--- src/rtl/ucode_pipe_if.sv ---
// Bundle of sequencer-facing, control-store load and microword signals around
// the microprogram pipeline register.
interface ucode_pipe_if #(
    parameter int AW = 4,
    parameter int MW = 16
);
    logic [AW-1:0] y;
    logic [3:0]    cc;
    logic          hold;
    logic          ld_en;
    logic [AW-1:0] ld_addr;
    logic [MW-1:0] ld_data;

    logic [MW-1:0] mi;
    logic          valid;
    logic [1:0]    s;
    logic          fe_;
    logic          pup;
    logic          re_;
    logic          zero_;
    logic          oe_;
    logic          cn;
    logic [AW-1:0] din;
    logic [AW-1:0] rin;
    logic [AW-1:0] orin;
    logic          cnt_zero;

    modport slave (
        input  y, cc, hold, ld_en, ld_addr, ld_data,
        output mi, valid, s, fe_, pup, re_, zero_, oe_, cn, din, rin, orin, cnt_zero
    );

    modport master (
        output y, cc, hold, ld_en, ld_addr, ld_data,
        input  mi, valid, s, fe_, pup, re_, zero_, oe_, cn, din, rin, orin, cnt_zero
    );
endinterface

--- src/rtl/ucode_pipe.sv ---
// Writable control store, microword pipeline register and next-address decode
// driving a 2910-style sequencer slice.
module ucode_pipe #(
    parameter int AW = 4,
    parameter int MW = 16
) (
    input  logic          cp,
    input  logic          rst,
    ucode_pipe_if.slave   bus
);
    typedef enum logic [3:0] {
        OP_CONT     = 4'd0,
        OP_JMP_D    = 4'd1,
        OP_JSR_D    = 4'd2,
        OP_RTS      = 4'd3,
        OP_JMP_AR   = 4'd4,
        OP_LDAR     = 4'd5,
        OP_LSETUP   = 4'd6,
        OP_LOOP     = 4'd7,
        OP_RESTART  = 4'd8,
        OP_DISPATCH = 4'd9
    } op_e;

    logic [MW-1:0] store_q [2**AW];
    logic [MW-1:0] mi_q;
    logic          valid_q;
    logic [AW-1:0] cnt_q;
    logic [AW-1:0] cnt_d;

    op_e           op;
    logic [1:0]    ccsel;
    logic          pol;
    logic [AW-1:0] ba;
    logic          cond;

    assign op    = op_e'(mi_q[MW-1 -: 4]);
    assign ccsel = mi_q[MW-5 -: 2];
    assign pol   = mi_q[MW-7];
    assign ba    = mi_q[MW-8 -: AW];
    assign cond  = bus.cc[ccsel] ^ pol;

    // Control store is not reset; a separate block keeps it RAM-inferable.
    always_ff @(posedge cp) begin
        if (bus.ld_en) begin
            store_q[bus.ld_addr] <= bus.ld_data;
        end
    end

    always_comb begin
        cnt_d = cnt_q;
        if (valid_q) begin
            if (op == OP_LSETUP && cond) begin
                cnt_d = ba;
            end else if (op == OP_LOOP && cnt_q != '0) begin
                cnt_d = cnt_q - AW'(1);
            end
        end
    end

    always_ff @(posedge cp or posedge rst) begin
        if (rst) begin
            mi_q    <= '0;
            valid_q <= 1'b0;
            cnt_q   <= '0;
        end else if (!bus.hold) begin
            mi_q    <= store_q[bus.y];
            valid_q <= 1'b1;
            cnt_q   <= cnt_d;
        end
    end

    assign bus.mi       = mi_q;
    assign bus.valid    = valid_q;
    assign bus.cnt_zero = (cnt_q == '0);
    assign bus.din      = ba;
    assign bus.rin      = ba;

    always_comb begin
        bus.s     = 2'b00;
        bus.fe_   = 1'b1;
        bus.pup   = 1'b0;
        bus.re_   = 1'b1;
        bus.zero_ = 1'b1;
        bus.oe_   = 1'b0;
        bus.cn    = 1'b1;
        bus.orin  = '0;
        if (!valid_q) begin
            bus.zero_ = 1'b0;
        end else if (bus.hold) begin
            // Reload uPC without increment so the stalled word is refetched.
            bus.cn = 1'b0;
        end else begin
            unique case (op)
                OP_JMP_D: if (cond) bus.s = 2'b11;
                OP_JSR_D: if (cond) begin
                    bus.s   = 2'b11;
                    bus.fe_ = 1'b0;
                    bus.pup = 1'b1;
                end
                OP_RTS: if (cond) begin
                    bus.s   = 2'b10;
                    bus.fe_ = 1'b0;
                end
                OP_JMP_AR: if (cond) bus.s = 2'b01;
                OP_LDAR:   if (cond) bus.re_ = 1'b0;
                OP_LSETUP: if (cond) begin
                    bus.fe_ = 1'b0;
                    bus.pup = 1'b1;
                end
                OP_LOOP: begin
                    if (cnt_q != '0) begin
                        bus.s = 2'b10;
                    end else begin
                        bus.fe_ = 1'b0;
                    end
                end
                OP_RESTART: if (cond) bus.zero_ = 1'b0;
                OP_DISPATCH: if (cond) begin
                    bus.s         = 2'b11;
                    bus.orin[3:0] = bus.cc;
                end
                default: ;
            endcase
        end
    end
endmodule

--- src/flat_wrapper.sv ---
// flat-port wrapper written by rule: the top's interface ports become plain ports
module ucode_pipe_flat 
#(
    parameter int AW = 4,
    parameter int MW = 16
)
  (cp, rst, bus_y, bus_cc, bus_hold, bus_ld_en, bus_ld_addr, bus_ld_data, bus_mi, bus_valid, bus_s, bus_fe_, bus_pup, bus_re_, bus_zero_, bus_oe_, bus_cn, bus_din, bus_rin, bus_orin, bus_cnt_zero);
  ucode_pipe_if #(.AW(AW), .MW(MW)) bus_i ();
  input  logic cp;
  input  logic rst;
  input wire logic [$bits(bus_i.y)-1:0] bus_y;
  input wire logic [$bits(bus_i.cc)-1:0] bus_cc;
  input wire logic [$bits(bus_i.hold)-1:0] bus_hold;
  input wire logic [$bits(bus_i.ld_en)-1:0] bus_ld_en;
  input wire logic [$bits(bus_i.ld_addr)-1:0] bus_ld_addr;
  input wire logic [$bits(bus_i.ld_data)-1:0] bus_ld_data;
  output wire logic [$bits(bus_i.mi)-1:0] bus_mi;
  output wire logic [$bits(bus_i.valid)-1:0] bus_valid;
  output wire logic [$bits(bus_i.s)-1:0] bus_s;
  output wire logic [$bits(bus_i.fe_)-1:0] bus_fe_;
  output wire logic [$bits(bus_i.pup)-1:0] bus_pup;
  output wire logic [$bits(bus_i.re_)-1:0] bus_re_;
  output wire logic [$bits(bus_i.zero_)-1:0] bus_zero_;
  output wire logic [$bits(bus_i.oe_)-1:0] bus_oe_;
  output wire logic [$bits(bus_i.cn)-1:0] bus_cn;
  output wire logic [$bits(bus_i.din)-1:0] bus_din;
  output wire logic [$bits(bus_i.rin)-1:0] bus_rin;
  output wire logic [$bits(bus_i.orin)-1:0] bus_orin;
  output wire logic [$bits(bus_i.cnt_zero)-1:0] bus_cnt_zero;
  assign bus_i.y = bus_y;
  assign bus_i.cc = bus_cc;
  assign bus_i.hold = bus_hold;
  assign bus_i.ld_en = bus_ld_en;
  assign bus_i.ld_addr = bus_ld_addr;
  assign bus_i.ld_data = bus_ld_data;
  assign bus_mi = bus_i.mi;
  assign bus_valid = bus_i.valid;
  assign bus_s = bus_i.s;
  assign bus_fe_ = bus_i.fe_;
  assign bus_pup = bus_i.pup;
  assign bus_re_ = bus_i.re_;
  assign bus_zero_ = bus_i.zero_;
  assign bus_oe_ = bus_i.oe_;
  assign bus_cn = bus_i.cn;
  assign bus_din = bus_i.din;
  assign bus_rin = bus_i.rin;
  assign bus_orin = bus_i.orin;
  assign bus_cnt_zero = bus_i.cnt_zero;
  ucode_pipe #(.AW(AW), .MW(MW)) u_core (.cp(cp), .rst(rst), .bus(bus_i));
endmodule
--- config.mk ---
export PLATFORM = sky130hd
export DESIGN_NAME = ucode_pipe_flat
export DESIGN_NICKNAME = d
export VERILOG_FILES = /design/src/rtl/ucode_pipe_if.sv /design/src/rtl/ucode_pipe.sv /design/src/flat_wrapper.sv
export SDC_FILE = /design/constraint.sdc
export NUM_CORES = 1
export LEC_CHECK = 0
export CELL_PAD_IN_SITES_DETAIL_PLACEMENT = 1
export CELL_PAD_IN_SITES_GLOBAL_PLACEMENT = 2
export CORE_ASPECT_RATIO = 0.8
export CORE_MARGIN = 5
export CORE_UTILIZATION = 45
export DETAILED_ROUTE_END_ITERATION = 7
export GPL_ROUTABILITY_DRIVEN = 0
export PLACE_DENSITY = 0.85
export SYNTH_ARGS = -nofsm -noshare
export SYNTH_HDL_FRONTEND = slang
export SYNTH_SLANG_ARGS = --single-unit
--- constraint.sdc ---
create_clock -name cp -period 2.7 [get_ports cp]
set_input_delay 0.54 -clock cp [delete_from_list [all_inputs] [get_ports cp]]
set_output_delay 0.54 -clock cp [all_outputs]
set_load 0.005 [all_outputs]
==> insert_results.sql, run 1 <==
INSERT INTO impl_metrics (metric_group, metric, value, unit) VALUES
('flow_run', 'drv_cap', '0', ''),
('sta', 'clock-skew-final', '0.007110', 'ns'),
('layout', 'final_cell_mix', '256 x edfxtp_1, 65 x mux4_2, 52 x clkdlybuf4s50_1', ''),
('sta', 'timing.final.crit_share', '107.0', '%'),
('layout', 'layout-drive-gt1-share', '29.07', '%'),
('route', 'routed_wl', '26090', 'um'),
('critical_path', 'startpoint_type', 'register', ''),
('synth', 'avgSynthCellArea', '20.87', 'um^2'),
('layout', 'area.sequential', '0.008213', 'mm^2'),
('route', 'detailroute.via_count', '5691', ''),
('synth', 'synth.yosys.warnings', '0', ''),
('sta', 'slew_viol_final', '0', ''),
('sta', 'fin_setup_tns', '-1.205', 'ns'),
('floorplanning', 'io-pin-count', '70', ''),
('synth', 'synthesis.nets', '558', ''),
('layout', 'synthToLayoutAreaGrowth', '21.01', '%'),
('critical_path', 'critPathRequiredTime', '2.16', 'ns'),
('sta', 'fmaxAchievable', '346.1', 'MHz'),
('sta', 'max_slew_margin', '58.27', '%'),
('layout', 'multi_input_gate_area', '0.002556', 'mm^2'),
('synth', 'number_of_cells_produced_by_synthesis', '525', ''),
('clock_network', 'clk_transition_reported_paths', '0.06', 'ns'),
('clock_network', 'cts_max_level', '1', ''),
('route', 'routed_via_density', '5.837', ''),
('power_and_ir_drop', 'ir_drop', '0.4409', 'mV'),
('layout', 'nFillCells', '2125', ''),
('critical_path', 'type_of_element_capturing_the_critical_path', 'output pin', ''),
('power_and_ir_drop', 'power', '9.687', 'mW'),
('floorplanning', 'die-width', '184.5', 'um'),
('grt', 'gr-usage-all-layers', '19.20', '%'),
('place', 'count_of_input_and_output_buffers', '68', ''),
('synth', 'count_of_state_elements_after_synthesis', '277', ''),
('critical_path', 'arrival_worst_endpoint', '2.35', 'ns'),
('floorplanning', 'core.rowCount', '51', ''),
('route', 'avg_wl_per_cell', '26.76', 'um'),
('min_path', 'holdCritPathClass', 'input pin to async pin', ''),
('status', 'violations', 'negative setup slack', ''),
('synth', 'mappedNetlistArea', '0.01096', 'mm^2'),
('grt', 'grt_pass1_wl', '39030', 'um'),
('critical_path', 'critical_path.max_fanout', '2', ''),
('floorplanning', 'die_area', '0.02759', 'mm^2'),
('route', 'drcViolationCount', '0', ''),
('status', 'run_status', 'finished with violations', ''),
('synth', 'post-synth-top-area-fraction', '70.14', '%'),
('power_and_ir_drop', 'power.static_leakage', '4.466', 'nW'),
('place', 'dpl-instance-area', '0.01226', 'mm^2'),
('floorplanning', 'initial_utilization', '45.32', '%'),
('clock_network', 'clock_sinks', '277', ''),
('sta', 'finalCriticalPeriod', '2.889', 'ns'),
('clock_network', 'worstSkewPairLatency', '0.54', 'ns'),
('sta', 'finalWorstSetupSlack', '-0.1892', 'ns'),
('layout', 'design_area', '0.01326', 'mm^2'),
('synth', 'largest_cells_by_area_after_synthesis', 'edfxtp_1 70%, mux4_2 13%, dfrtp_1 4.8%', ''),
('floorplanning', 'core-area', '0.02418', 'mm^2'),
('synth', 'seq_area_frac_synth', '74.94', '%'),
('synth', 'netlist.top_cell.by_area', 'edfxtp_1', ''),
('grt', 'maximum_number_of_pins_on_one_net_before_global_route_repair', '27', ''),
('grt', 'number_of_global_route_vias_before_repair', '6094', ''),
('clock_network', 'clockBufferDepth', '3', ''),
('layout', 'layout_commonest_cell', 'edfxtp_1', ''),
('floorplanning', 'die-height', '149.6', 'um'),
('route', 'drt-pass1-iter-count', '4', ''),
('route', 'drt-initial-drc-count', '528', ''),
('clock_network', 'cts_tree', 'built', ''),
('route', 'antenna_violating_nets_post_route', '0', ''),
('layout', 'n_antenna_cell', '0', ''),
('grt', 'grt_remaining_overflow', '0', ''),
('layout', 'nets_finish', '670', ''),
('sta', 'grt_setup_unrepaired', 'yes', ''),
('power_and_ir_drop', 'power_density', '730.5', 'mW/mm^2'),
('sta', 'final-setup-viol-count', '7', ''),
('clock_network', 'cts_buffer_count', '28', ''),
('sta', 'final_hold_viol_count', '0', ''),
('critical_path', 'setup.worst_path.class', 'register to output pin', ''),
('grt', 'grt_antenna_before_repair', '0', ''),
('clock_network', 'root_cell_of_the_clock_tree', 'clkbuf_16', ''),
('synth', 'synth.lib_cells_used.distinct', '41', ''),
('sta', 'worst_slew_pin_slew', '0.6259', 'ns'),
('place', 'dp_hpwl', '15740', 'um');
## area by class of cell
| type | instances | area share (%) |
|---|---|---|
| well taps | 318 | 3.000 |
| flip-flops and latches | 277 | 61.93 |
| repair buffers | 119 | 8.737 |
| multi-input cells | 206 | 19.28 |
| inverters | 5 | 0.1415 |
| clock buffers | 33 | 5.425 |
| clock inverters | 17 | 1.491 |
## routing by layer
metal  share of wire (%)  GRT usage [%]
met1                  43          28.13
met2                  48          30.78
met3                 7.6          3.426
met4                 1.6          3.880
met5                   0              0
## per-stage QoR
| stage | setup WS, ns | instances | utilization, % | hold slack (ns) |
|---|---|---|---|---|
| after floorplan | 0.1049 | 525 | - | 0.4774 |
| after global placement | -0.5630 | 919 | 50.68 | 0.4673 |
| after detailed placement | -0.6430 | 919 | 50.68 | 0.4744 |
| after CTS | -0.1937 | 973 | 54.63 | 0.3729 |
| after global routing | -0.3194 | 975 | 54.83 | 0.4021 |
| final | -0.1892 | 975 | 54.83 | 0.3783 |
## worst max-delay path, cell delays in order (launching register included)
cell and delay, ns:
dfrtp_1 0.36, mux4_2 0.60, xnor2_2 0.19, nor4b_2 0.28, buf_4 0.17, and2_4 0.13, buf_6 0.08
## cells by family after synthesis
logic type	count (synthesis)	synth area share, %
and+or+nand+nor	56	2.923
adders and majority gates	1	0.1142
AOI/OAI and AO/OA	64	4.247
other	1	0.03422
muxes	81	14.82
buffers and inverters	42	2.512
xor gates and xnor gates	3	0.4111
DFF	277	74.94
## flip-flops by register name, indices dropped and copies added, names as in the netlist
| register | count |
|---|---|
| u_core.bus.mi | 16 |
| u_core.bus.valid | 1 |
| u_core.cnt_q | 4 |
| u_core.store_q | 256 |
## where the power goes
part           internal [mW]  switching (mW)
registers               4.83           0.103
clock network           2.28            1.57
logic                  0.470           0.427
total                   7.59            2.10
## Yosys cell counts, drive strengths merged
cell    number
nor2        16
nor3b        5
a21oi        4
nand3        3
a221o        2
edfxtp     256
o211a        2
inv          5
nand2        7
a211oi      16
a21o        17
nor3         7
and2         4
xor2         1
o21ai        2
mux2i       16
o221a        1
or3b         1
xnor2        2
o22ai       16
nand2b       6
or2          1
or4          1
and4bb       1
ha           1
o21a         1
nand3b       2
dfrtp       21
conb         1
mux4        65
clkbuf       4
a32oi        2
buf         33
nor4b        1
nor2b        1
o41a         1
## final timing paths
kind	start	to	slack (ns)	depth (start not counted)
worst max-delay path	u_core.bus.mi[10]	bus_orin[3]	-0.19	6
worst min-delay path	rst	u_core.bus.mi[14]	0.38	3
worst max register to register	u_core.bus.mi[10]	u_core.cnt_q[3]	0.48	8
worst min register to register	u_core.bus.mi[2]	u_core.bus.mi[2]	0.49	1
max in group asynchronous	rst	u_core.bus.mi[2]	2.07	3
min in group cp	u_core.bus.mi[2]	u_core.bus.mi[2]	0.49	1
## what timing repair did
| action | CTS | global route |
|---|---|---|
| cloned | 0 | 0 |
| buffers inserted | 6 | 2 |
| pin swaps | 12 | 7 |
| gates resized for setup | 52 | 12 |
| hold buffers | 0 | 0 |
| setup endpoints to repair | 11 | 11 |
Note: power is estimated with default switching activity, not from simulation.
==> run 2, diff against run 1 <==
- CAP_MARGIN: unset -> 20
- clock period: 2.7 -> 2.9 ns (I/O delays scaled with it)
==> insert_results.sql, run 2 (synthesized netlist as in run 1, its figures left out) <==
INSERT INTO impl_metrics (metric_group, metric, value, unit) VALUES
('floorplanning', 'initial_utilization', '45.32', '%'),
('clock_network', 'clock_sinks', '277', ''),
('layout', 'largest_reg_flops', '256', ''),
('sta', 'fin_setup_tns', '-0.009700', 'ns'),
('sta', 'grt_setup_unrepaired', 'yes', ''),
('power_and_ir_drop', 'ir_drop', '0.4721', 'mV'),
('grt', 'grt_pass1_wl', '37780', 'um'),
('clock_network', 'cts.hold.buffers_added', '0', ''),
('route', 'drcViolationCount', '0', ''),
('grt', 'grt_remaining_overflow', '0', ''),
('sta', 'finalCriticalPeriod', '2.907', 'ns'),
('flow_run', 'drv_cap', '0', ''),
('status', 'run_status', 'finished with violations', ''),
('sta', 'fin_hold_ws', '0.4158', 'ns'),
('critical_path', 'r2r_end', 'u_core.cnt_q[2]', ''),
('route', 'drt-initial-drc-count', '528', ''),
('layout', 'nFillCells', '2144', ''),
('grt', 'number_of_global_route_vias_before_repair', '6137', ''),
('clock_network', 'clk_transition_reported_paths', '0.06', 'ns'),
('route', 'avg_wl_per_cell', '26.03', 'um'),
('floorplanning', 'die_area', '0.02759', 'mm^2'),
('route', 'detailroute.via_count', '5600', ''),
('power_and_ir_drop', 'power_density', '667.3', 'mW/mm^2'),
('layout', 'synthToLayoutAreaGrowth', '18.84', '%'),
('power_and_ir_drop', 'power.static_leakage', '4.384', 'nW'),
('route', 'antenna_violating_nets_post_route', '0', ''),
('route', 'route.met2.wl', '12180', 'um'),
('floorplanning', 'die-width', '184.5', 'um'),
('critical_path', 'startpoint_type', 'register', ''),
('grt', 'gr-usage-all-layers', '18.37', '%'),
('min_path', 'holdCritPathClass', 'input pin to async pin', ''),
('critical_path', 'setup.worst_path.class', 'register to output pin', ''),
('floorplanning', 'core.rowCount', '51', ''),
('status', 'violations', 'negative setup slack', ''),
('place', 'count_of_input_and_output_buffers', '68', ''),
('critical_path', 'dominant_delay_contributor_by_cell_family_on_the_critical_path', 'multiplexers', ''),
('route', 'routed_via_density', '5.779', ''),
('layout', 'layout_commonest_cell', 'edfxtp_1', ''),
('clock_network', 'worstSkewPairLatency', '0.54', 'ns'),
('layout', 'n_antenna_cell', '0', ''),
('layout', 'final_cell_mix', '256 x edfxtp_1, 65 x mux4_2, 52 x clkdlybuf4s50_1', ''),
('clock_network', 'clockBufferDepth', '3', ''),
('route', 'highest_layer', 'met5', ''),
('floorplanning', 'die-height', '149.6', 'um'),
('route', 'wl_met1', '10740', 'um'),
('place', 'dpl_worst_slack', '-0.4949', 'ns'),
('critical_path', 'setup_slack_of_the_worst_register_to_register_path', '0.89', 'ns'),
('sta', 'fmaxAchievable', '344.0', 'MHz'),
('layout', 'multi_input_gate_area', '0.002510', 'mm^2'),
('route', 'drt-pass1-iter-count', '5', ''),
('route', 'met3WireLength', '1876', 'um'),
('clock_network', 'cts_buffer_count', '28', ''),
('floorplanning', 'io-pin-count', '70', ''),
('layout', 'layout-drive-gt1-share', '26.57', '%'),
('layout', 'nets_finish', '665', ''),
('critical_path', 'timing.critical_path.cells', 'mux4_2 -> xor2_4 -> nand2b_2 -> or4_1 -> buf_2', ''),
('sta', 'final_hold_viol_count', '0', ''),
('sta', 'worst_slew_pin_slew', '0.5503', 'ns'),
('clock_network', 'cts_max_level', '1', ''),
('grt', 'maximum_number_of_pins_on_one_net_before_global_route_repair', '35', ''),
('critical_path', 'rr_worst_depth', '6', ''),
('route', 'routed_wl', '25220', 'um'),
('critical_path', 'arrival_worst_endpoint', '2.33', 'ns'),
('critical_path', 'critPathRequiredTime', '2.32', 'ns'),
('sta', 'clock-skew-final', '0.01104', 'ns'),
('sta', 'max_slew_margin', '63.20', '%'),
('place', 'dp_hpwl', '15510', 'um'),
('critical_path', 'crit_path_max_incr_delay', '0.60', 'ns'),
('sta', 'finalWorstSetupSlack', '-0.007395', 'ns'),
('layout', 'max_flop_register', 'u_core.store_q', ''),
('critical_path', 'type_of_element_capturing_the_critical_path', 'output pin', ''),
('sta', 'timing.final.crit_share', '100.3', '%'),
('critical_path', 'cp_num_buf_inv', '1', ''),
('floorplanning', 'core-area', '0.02418', 'mm^2'),
('clock_network', 'cts_tree', 'built', ''),
('sta', 'slew_viol_final', '0', ''),
('critical_path', 'worst_r2r_startpoint', 'u_core.bus.mi[10]', ''),
('layout', 'area.sequential', '0.008213', 'mm^2'),
('critical_path', 'cp_slowest_cell', 'mux4_2', ''),
('critical_path', 'critical_path.max_fanout', '3', ''),
('layout', 'layout.core_utilization', '53.85', '%'),
('clock_network', 'root_cell_of_the_clock_tree', 'clkbuf_16', ''),
('grt', 'grt_antenna_before_repair', '1', ''),
('sta', 'final-setup-viol-count', '2', '');
[run 2: cell count changes in the layout (fill, tap and decap cells not counted), moves of 2 or more]
cell	change
clkbuf_1	+3
buf_4	+2
buf_12	-5
clkbuf_8	+2
buf_6	-5
and2_4	-3
and2_1	+3
clkinvlp_4	-2
bufinv_16	-3
[run 2: metal layers]
metal | global-route usage, % | vias to the layer above
met2 | 30.05 | 204
met4 | 3.548 | 2
met1 | 26.26 | 2963
met5 | 0 | -
li1 | - | 2390
met3 | 3.548 | 41
[run 2: worst max-delay path by stage]
stage | end | start | cells past startpoint | slack, ns
3_3_place_gp | bus_orin[3] | bus_cc[3] | 6 | -0.44
6_report | bus_re_ | u_core.bus.mi[10] | 5 | -0.007
2_1_floorplan | u_core.store_q[0][0] | bus_ld_addr[2] | 2 | 0.26
3_5_place_dp | bus_orin[3] | bus_cc[3] | 6 | -0.49
4_1_cts | bus_orin[3] | u_core.bus.mi[10] | 6 | -0.03
5_1_grt | bus_orin[3] | u_core.bus.mi[10] | 6 | -0.12
[run 2: layout make-up]
type	instances	area share (%)
Tap cell	318	3.055
Clock inverter	11	0.6533
Clock buffer	38	5.822
Inverter	5	0.1441
Multi-Input combinational cell	206	19.27
Sequential cell	277	63.06
Timing Repair Buffer	114	7.993
[run 2: report_power, final]
part | leakage, nW | total (mW) | switching (mW) | internal, mW
Sequential | 2.56 | 4.59 | 0.0921 | 4.50
Clock | 0.413 | 3.33 | 1.43 | 1.91
Combinational | 1.41 | 0.764 | 0.371 | 0.393
Total | 4.38 | 8.69 | 1.89 | 6.80
[run 2: per-stage QoR]
step	cells	area, um^2	power, mW
finish	969	13020	8.691
global route	969	13020	9.014
CTS	969	13020	8.773
detailed placement	917	12180	5.429
global placement	917	12180	5.381
floorplan	525	10960	5.072
[run 2: worst reg2reg max path: cells and delay by family, from the launching register on]
| kind | cells | cell delay (ns) |
|---|---|---|
| compound gates | 2 | 0.43 |
| xor+xnor | 1 | 0.19 |
| buf+inv | 2 | 0.29 |
| flops | 1 | 0.38 |
| mux | 1 | 0.60 |
[run 2: timing repair]
item	CTS	global route
pin swaps	9	1
setup endpoints to repair	10	9
endpoints found under the hold margin	0	0
setup buffers	3	0
resized for setup	39	4
==> run 3, diff against run 2 <==
- PLACE_DENSITY: 0.85 -> unset
- PLACE_DENSITY_LB_ADDON: unset -> 0.1
==> insert_results.sql, run 3 (synthesized netlist as in run 1, its figures left out) <==
INSERT INTO impl_metrics (metric_group, metric, value, unit) VALUES
('layout', 'synthToLayoutAreaGrowth', '19.85', '%'),
('layout', 'largest_reg_flops', '256', ''),
('route', 'routed_wl', '25380', 'um'),
('clock_network', 'clockBufferDepth', '3', ''),
('grt', 'grt_pass1_wl', '38150', 'um'),
('critical_path', 'arrival_worst_endpoint', '2.42', 'ns'),
('floorplanning', 'die-width', '184.5', 'um'),
('route', 'antenna_violating_nets_post_route', '0', ''),
('min_path', 'holdCritPathClass', 'input pin to async pin', ''),
('clock_network', 'cts_buffer_count', '28', ''),
('sta', 'max_slew_margin', '60.30', '%'),
('sta', 'timing.final.crit_share', '103.3', '%'),
('place', 'numPlacedInstances', '917', ''),
('floorplanning', 'initial_utilization', '45.32', '%'),
('sta', 'worst_slew_pin_slew', '0.5936', 'ns'),
('critical_path', 'setup_slack_of_the_worst_register_to_register_path', '0.75', 'ns'),
('floorplanning', 'core.rowCount', '51', ''),
('layout', 'nets_finish', '669', ''),
('grt', 'grt_antenna_before_repair', '0', ''),
('critical_path', 'crit_path_start', 'u_core.bus.mi[10]', ''),
('critical_path', 'rr_worst_depth', '7', ''),
('critical_path', 'r2r_end', 'u_core.cnt_q[2]', ''),
('sta', 'finalWorstSetupSlack', '-0.09680', 'ns'),
('critical_path', 'setup.worst_path.class', 'register to output pin', ''),
('status', 'violations', 'negative setup slack', ''),
('sta', 'fin_setup_tns', '-0.2645', 'ns'),
('sta', 'clock-skew-final', '0.01807', 'ns'),
('clock_network', 'clock_sinks', '277', ''),
('floorplanning', 'die_area', '0.02759', 'mm^2'),
('floorplanning', 'core-area', '0.02418', 'mm^2'),
('layout', 'layout.core_utilization', '54.31', '%'),
('grt', 'gr-usage-all-layers', '18.85', '%'),
('clock_network', 'cts_max_level', '1', ''),
('critical_path', 'critical_path.endpoint', 'bus_zero_', ''),
('route', 'routed_via_density', '5.644', ''),
('route', 'avg_wl_per_cell', '26.01', 'um'),
('clock_network', 'cts_tree', 'built', ''),
('floorplanning', 'die-height', '149.6', 'um'),
('critical_path', 'critPathRequiredTime', '2.32', 'ns'),
('grt', 'grt_remaining_overflow', '0', ''),
('layout', 'n_antenna_cell', '0', ''),
('critical_path', 'critical_path.max_fanout', '2', ''),
('layout', 'max_flop_register', 'u_core.store_q', ''),
('power_and_ir_drop', 'power', '8.711', 'mW'),
('sta', 'finalCriticalPeriod', '2.997', 'ns'),
('route', 'drt-initial-drc-count', '420', ''),
('sta', 'grt_setup_unrepaired', 'yes', ''),
('clock_network', 'cts.hold.buffers_added', '0', ''),
('layout', 'layout-drive-gt1-share', '30.24', '%'),
('flow_run', 'drv_cap', '0', ''),
('grt', 'maximum_number_of_pins_on_one_net_before_global_route_repair', '29', ''),
('layout', 'nFillCells', '2146', ''),
('sta', 'final-setup-viol-count', '4', ''),
('sta', 'slew_viol_final', '0', ''),
('layout', 'layout_commonest_cell', 'edfxtp_1', ''),
('critical_path', 'startpoint_type', 'register', ''),
('power_and_ir_drop', 'power_density', '663.2', 'mW/mm^2'),
('layout', 'final_cell_mix', '256 x edfxtp_1, 65 x mux4_2, 50 x clkdlybuf4s50_1', ''),
('sta', 'fmaxAchievable', '333.7', 'MHz'),
('grt', 'use_met2', '29.15', '%'),
('grt', 'grt.met3_usage', '2.940', '%'),
('grt', 'groute.layer.met1.usage', '29.32', '%'),
('route', 'drcViolationCount', '0', ''),
('grt', 'number_of_global_route_vias_before_repair', '5935', ''),
('layout', 'post_layout_nonfiller_instances', '976', ''),
('route', 'detailroute.via_count', '5509', ''),
('place', 'count_of_input_and_output_buffers', '68', ''),
('place', 'dp_hpwl', '15900', 'um'),
('route', 'drt-pass1-iter-count', '4', ''),
('status', 'run_status', 'finished with violations', ''),
('place', 'dpl_worst_slack', '-0.5238', 'ns'),
('power_and_ir_drop', 'ir_drop', '0.4852', 'mV'),
('sta', 'final_hold_viol_count', '0', ''),
('grt', 'grt-busiest-layer', 'met1', ''),
('power_and_ir_drop', 'power.static_leakage', '4.417', 'nW'),
('critical_path', 'type_of_element_capturing_the_critical_path', 'output pin', ''),
('clock_network', 'worstSkewPairLatency', '0.54', 'ns'),
('clock_network', 'clk_transition_reported_paths', '0.06', 'ns'),
('floorplanning', 'io-pin-count', '70', ''),
('clock_network', 'root_cell_of_the_clock_tree', 'clkbuf_16', ''),
('critical_path', 'worst_r2r_startpoint', 'u_core.bus.mi[10]', '');
## run 3: critical path: stages (launching register included)
cell and delay, ns:
dfrtp_1 0.37, mux4_2 0.63, xnor2_4 0.18, buf_4 0.15
buf_6 0.11, o41a_1 0.31, buf_2 0.14
## run 3: power breakdown
group | switching (mW) | internal [mW]
clock network | 1.45 | 1.87
logic | 0.384 | 0.419
registers | 0.0917 | 4.50
total | 1.93 | 6.78
## run 3: through the flow
stage / area (um^2) / hold slack (ns)
floorplan: 10960 / 0.4774
global placement: 12210 / 0.4659
detailed placement: 12210 / 0.4760
CTS: 13130 / 0.4060
global route: 13140 / 0.4379
finish: 13140 / 0.4214
## run 3: final cells by class
type / count / area [um^2] / share of cell area [%]
inverter: 5 / 18.77 / 0.1429
clock buffer: 34 / 723.2 / 5.506
tap: 318 / 397.9 / 3.029
sequential: 277 / 8213 / 62.53
clock inverter: 18 / 127.6 / 0.9716
multi-input combinational: 206 / 2570 / 19.57
timing repair buffer: 118 / 1085 / 8.259
## run 3: worst min-delay path by stage
stage                                   end  depth (start not counted)  slack (ns)
after floorplan            u_core.bus.mi[0]                          1        0.48
after global placement     u_core.bus.mi[1]                          1        0.47
after detailed placement   u_core.bus.mi[2]                          1        0.48
after CTS                 u_core.bus.mi[15]                          3        0.41
after global routing      u_core.bus.mi[15]                          3        0.44
final                     u_core.bus.mi[15]                          3        0.42
## run 3: repair_timing
| action | 4_1_cts | 5_1_grt |
|---|---|---|
| setup endpoints to repair | 10 | 10 |
| cloned | 0 | 0 |
| buffers inserted | 7 | 1 |
| pin swaps | 10 | 2 |
| resized for setup | 52 | 4 |
## run 3: per-layer routing
| layer | up-vias | wire length (um) |
|---|---|---|
| met5 | - | 0 |
| met3 | 30 | 1347 |
| met4 | 0 | 340 |
| met1 | 2921 | 12030 |
| li1 | 2400 | - |
| met2 | 158 | 11670 |
==> edit (settings of run 1) <==
Put a register stage on the output `bus.cnt_zero`, without a reset. The value now appears one clock later.
--- a/src/rtl/ucode_pipe.sv
+++ b/src/rtl/ucode_pipe.sv
@@ -72,5 +72,7 @@
     assign bus.mi       = mi_q;
     assign bus.valid    = valid_q;
-    assign bus.cnt_zero = (cnt_q == '0);
+    always_ff @(posedge cp) begin
+        bus.cnt_zero <= (cnt_q == '0);
+    end
     assign bus.din      = ba;
     assign bus.rin      = ba;
Behaviour: not the same (a bounded check fails within 4 cycles, from zero or initial values and one cycle with rst high).
==> edit against run 1 <==
The run still ends with negative setup slack left; area after synthesis increased by 0.18%; sequential cell count increased by 1; hold slack got worse by 0.011 ns; die area increased by 0.17%; count of clock-buffer cells in the layout unchanged; synthesized cell count increased by 0.19%; worst setup slack got worse by 0.013 ns; global-route usage decreased by 0.14 points; register-to-register slack about the same; total power increased by 0.43%; combinational power decreased by 1%; design area about the same; sequential power about the same; wire length increased by 0.59%.
==> edit: results (changes against run 1) <==
Timing
  • Final-report setup violation count: 9 (was 7)
  • Transition time at the pin with the least slew margin: 0.596 ns (was 0.626 ns)
  • Setup TNS: -1.11 ns (was -1.21 ns)
  • Hold_ws: 0.367 ns (was 0.378 ns)
  • Final WS setup: -0.202 ns (was -0.189 ns)

Route
  • Vias/cell: 5.81 (was 5.84)
  • DR vias: 5716 (was 5691)
  • DRT iter0 DRCs: 428 (was 528)

Place
  • Placed Area: 0.0123 mm² (about the same)
  • Placed instance count: 924 (was 919)
  • Worst Setup Slack post-DPL: -0.622 ns (was -0.643 ns)
  • Port Buf Inserts: 68 (unchanged)
  • DP Wirelength: 16700 µm (was 15700 µm)

Synth
  • Cell variety after synth: 42 (was 41)
  • Multiplexer area fraction after synthesis: 14.8% (about the same)
  • FFs w/ async S/R, synth: 7.55% (was 7.58%)
  • Area fraction in compound gates after synthesis: 4.24% (was 4.25%)
  • Sequential-to-total area share from yosys stat: 75.0% (was 74.9%)
  • Xor and xnor area share after synthesis: 0.410% (was 0.411%)
  • Post-Syn Instances: 526 (was 525)
  • Post-Synth Adder-Cell Area: 0.114% (about the same)
  • Synth area leaders: edfxtp_1 (70%), mux4_2 (13%), dfrtp_1 (4.8%) (unchanged)

Power and ir drop
  • Logic pwr share: 9.1% (was 9.3%)
  • P_int: 7.64 mW (was 7.59 mW)
  • Worst vdd ir: 478 µV (was 441 µV)
  • Pleak: 4.50 nW (was 4.47 nW)
  • Clock network power share: 40.0% (was 39.8%)
  • PwrDens: 734 mW/mm² (was 730 mW/mm²)

CTS
  • Worst-path clk slew: 0.06 ns (about the same)
  • Post-CTS resize count: 49 (was 52)
  • CTS Root Cell: clkbuf_16 (unchanged)

Global route
  • Antenna violations before repair: 1 (was 0)
  • Vias in the first global route: 6256 (was 6094)
  • Tot GR Track Use: 19.1% (was 19.2%)
  • Global-route wire length before repair: 39200 µm (was 39000 µm)

Layout
  • Layout cells sized above 1: 29.2% (was 29.1%)
  • FILL cells: 2086 (was 2125)

Setup path
  • Crit-path max cell delay: 0.56 ns (was 0.60 ns)
  • Crit path launch: bus_cc[0] (was u_core.bus.mi[10])
  • CP endpoint: bus_re_ (was bus_orin[3])
  • Reg2reg start: u_core.bus.mi[10] (unchanged)

Run status
  • Failing checks: negative setup slack (unchanged)
  • Outcome: finished, violations left (unchanged)
==> edit: worst register-to-register path, delay by kind of cell (launching register included) <==
| kind | cells | cell delay, ns |
|---|---|---|
| buf+inv | 4 | 0.52 |
| xor+xnor | 1 | 0.20 |
| mux | 1 | 0.60 |
| compound gates | 2 | 0.42 |
| flops | 1 | 0.36 |
==> edit: cells by family after synthesis <==
group | after synthesis
compound gates | 64
xor+xnor | 3
fa+ha+maj | 1
buf+inv | 42
flops | 278
mux | 81
other cells | 1
simple gates | 56
==> edit: metal layers <==
metal  track usage (%)  wire length, µm  vias up
li1                  -                -     2415
met1              27.7            11700     3082
met2              31.1            12600      183
met3              3.52             1480       34
met4              3.26              420        2
met5                 0               11        -
==> edit: layout make-up <==
class | instances | area, µm² | share of cell area, %
clock buffer | 33 | 741 | 5.59
clock inverter | 19 | 189 | 1.43
inverter | 5 | 18.8 | 0.142
multi-input combinational | 206 | 2540 | 19.2
sequential | 278 | 8230 | 62.1
tap | 318 | 398 | 3.00
timing repair buffer | 124 | 1130 | 8.55
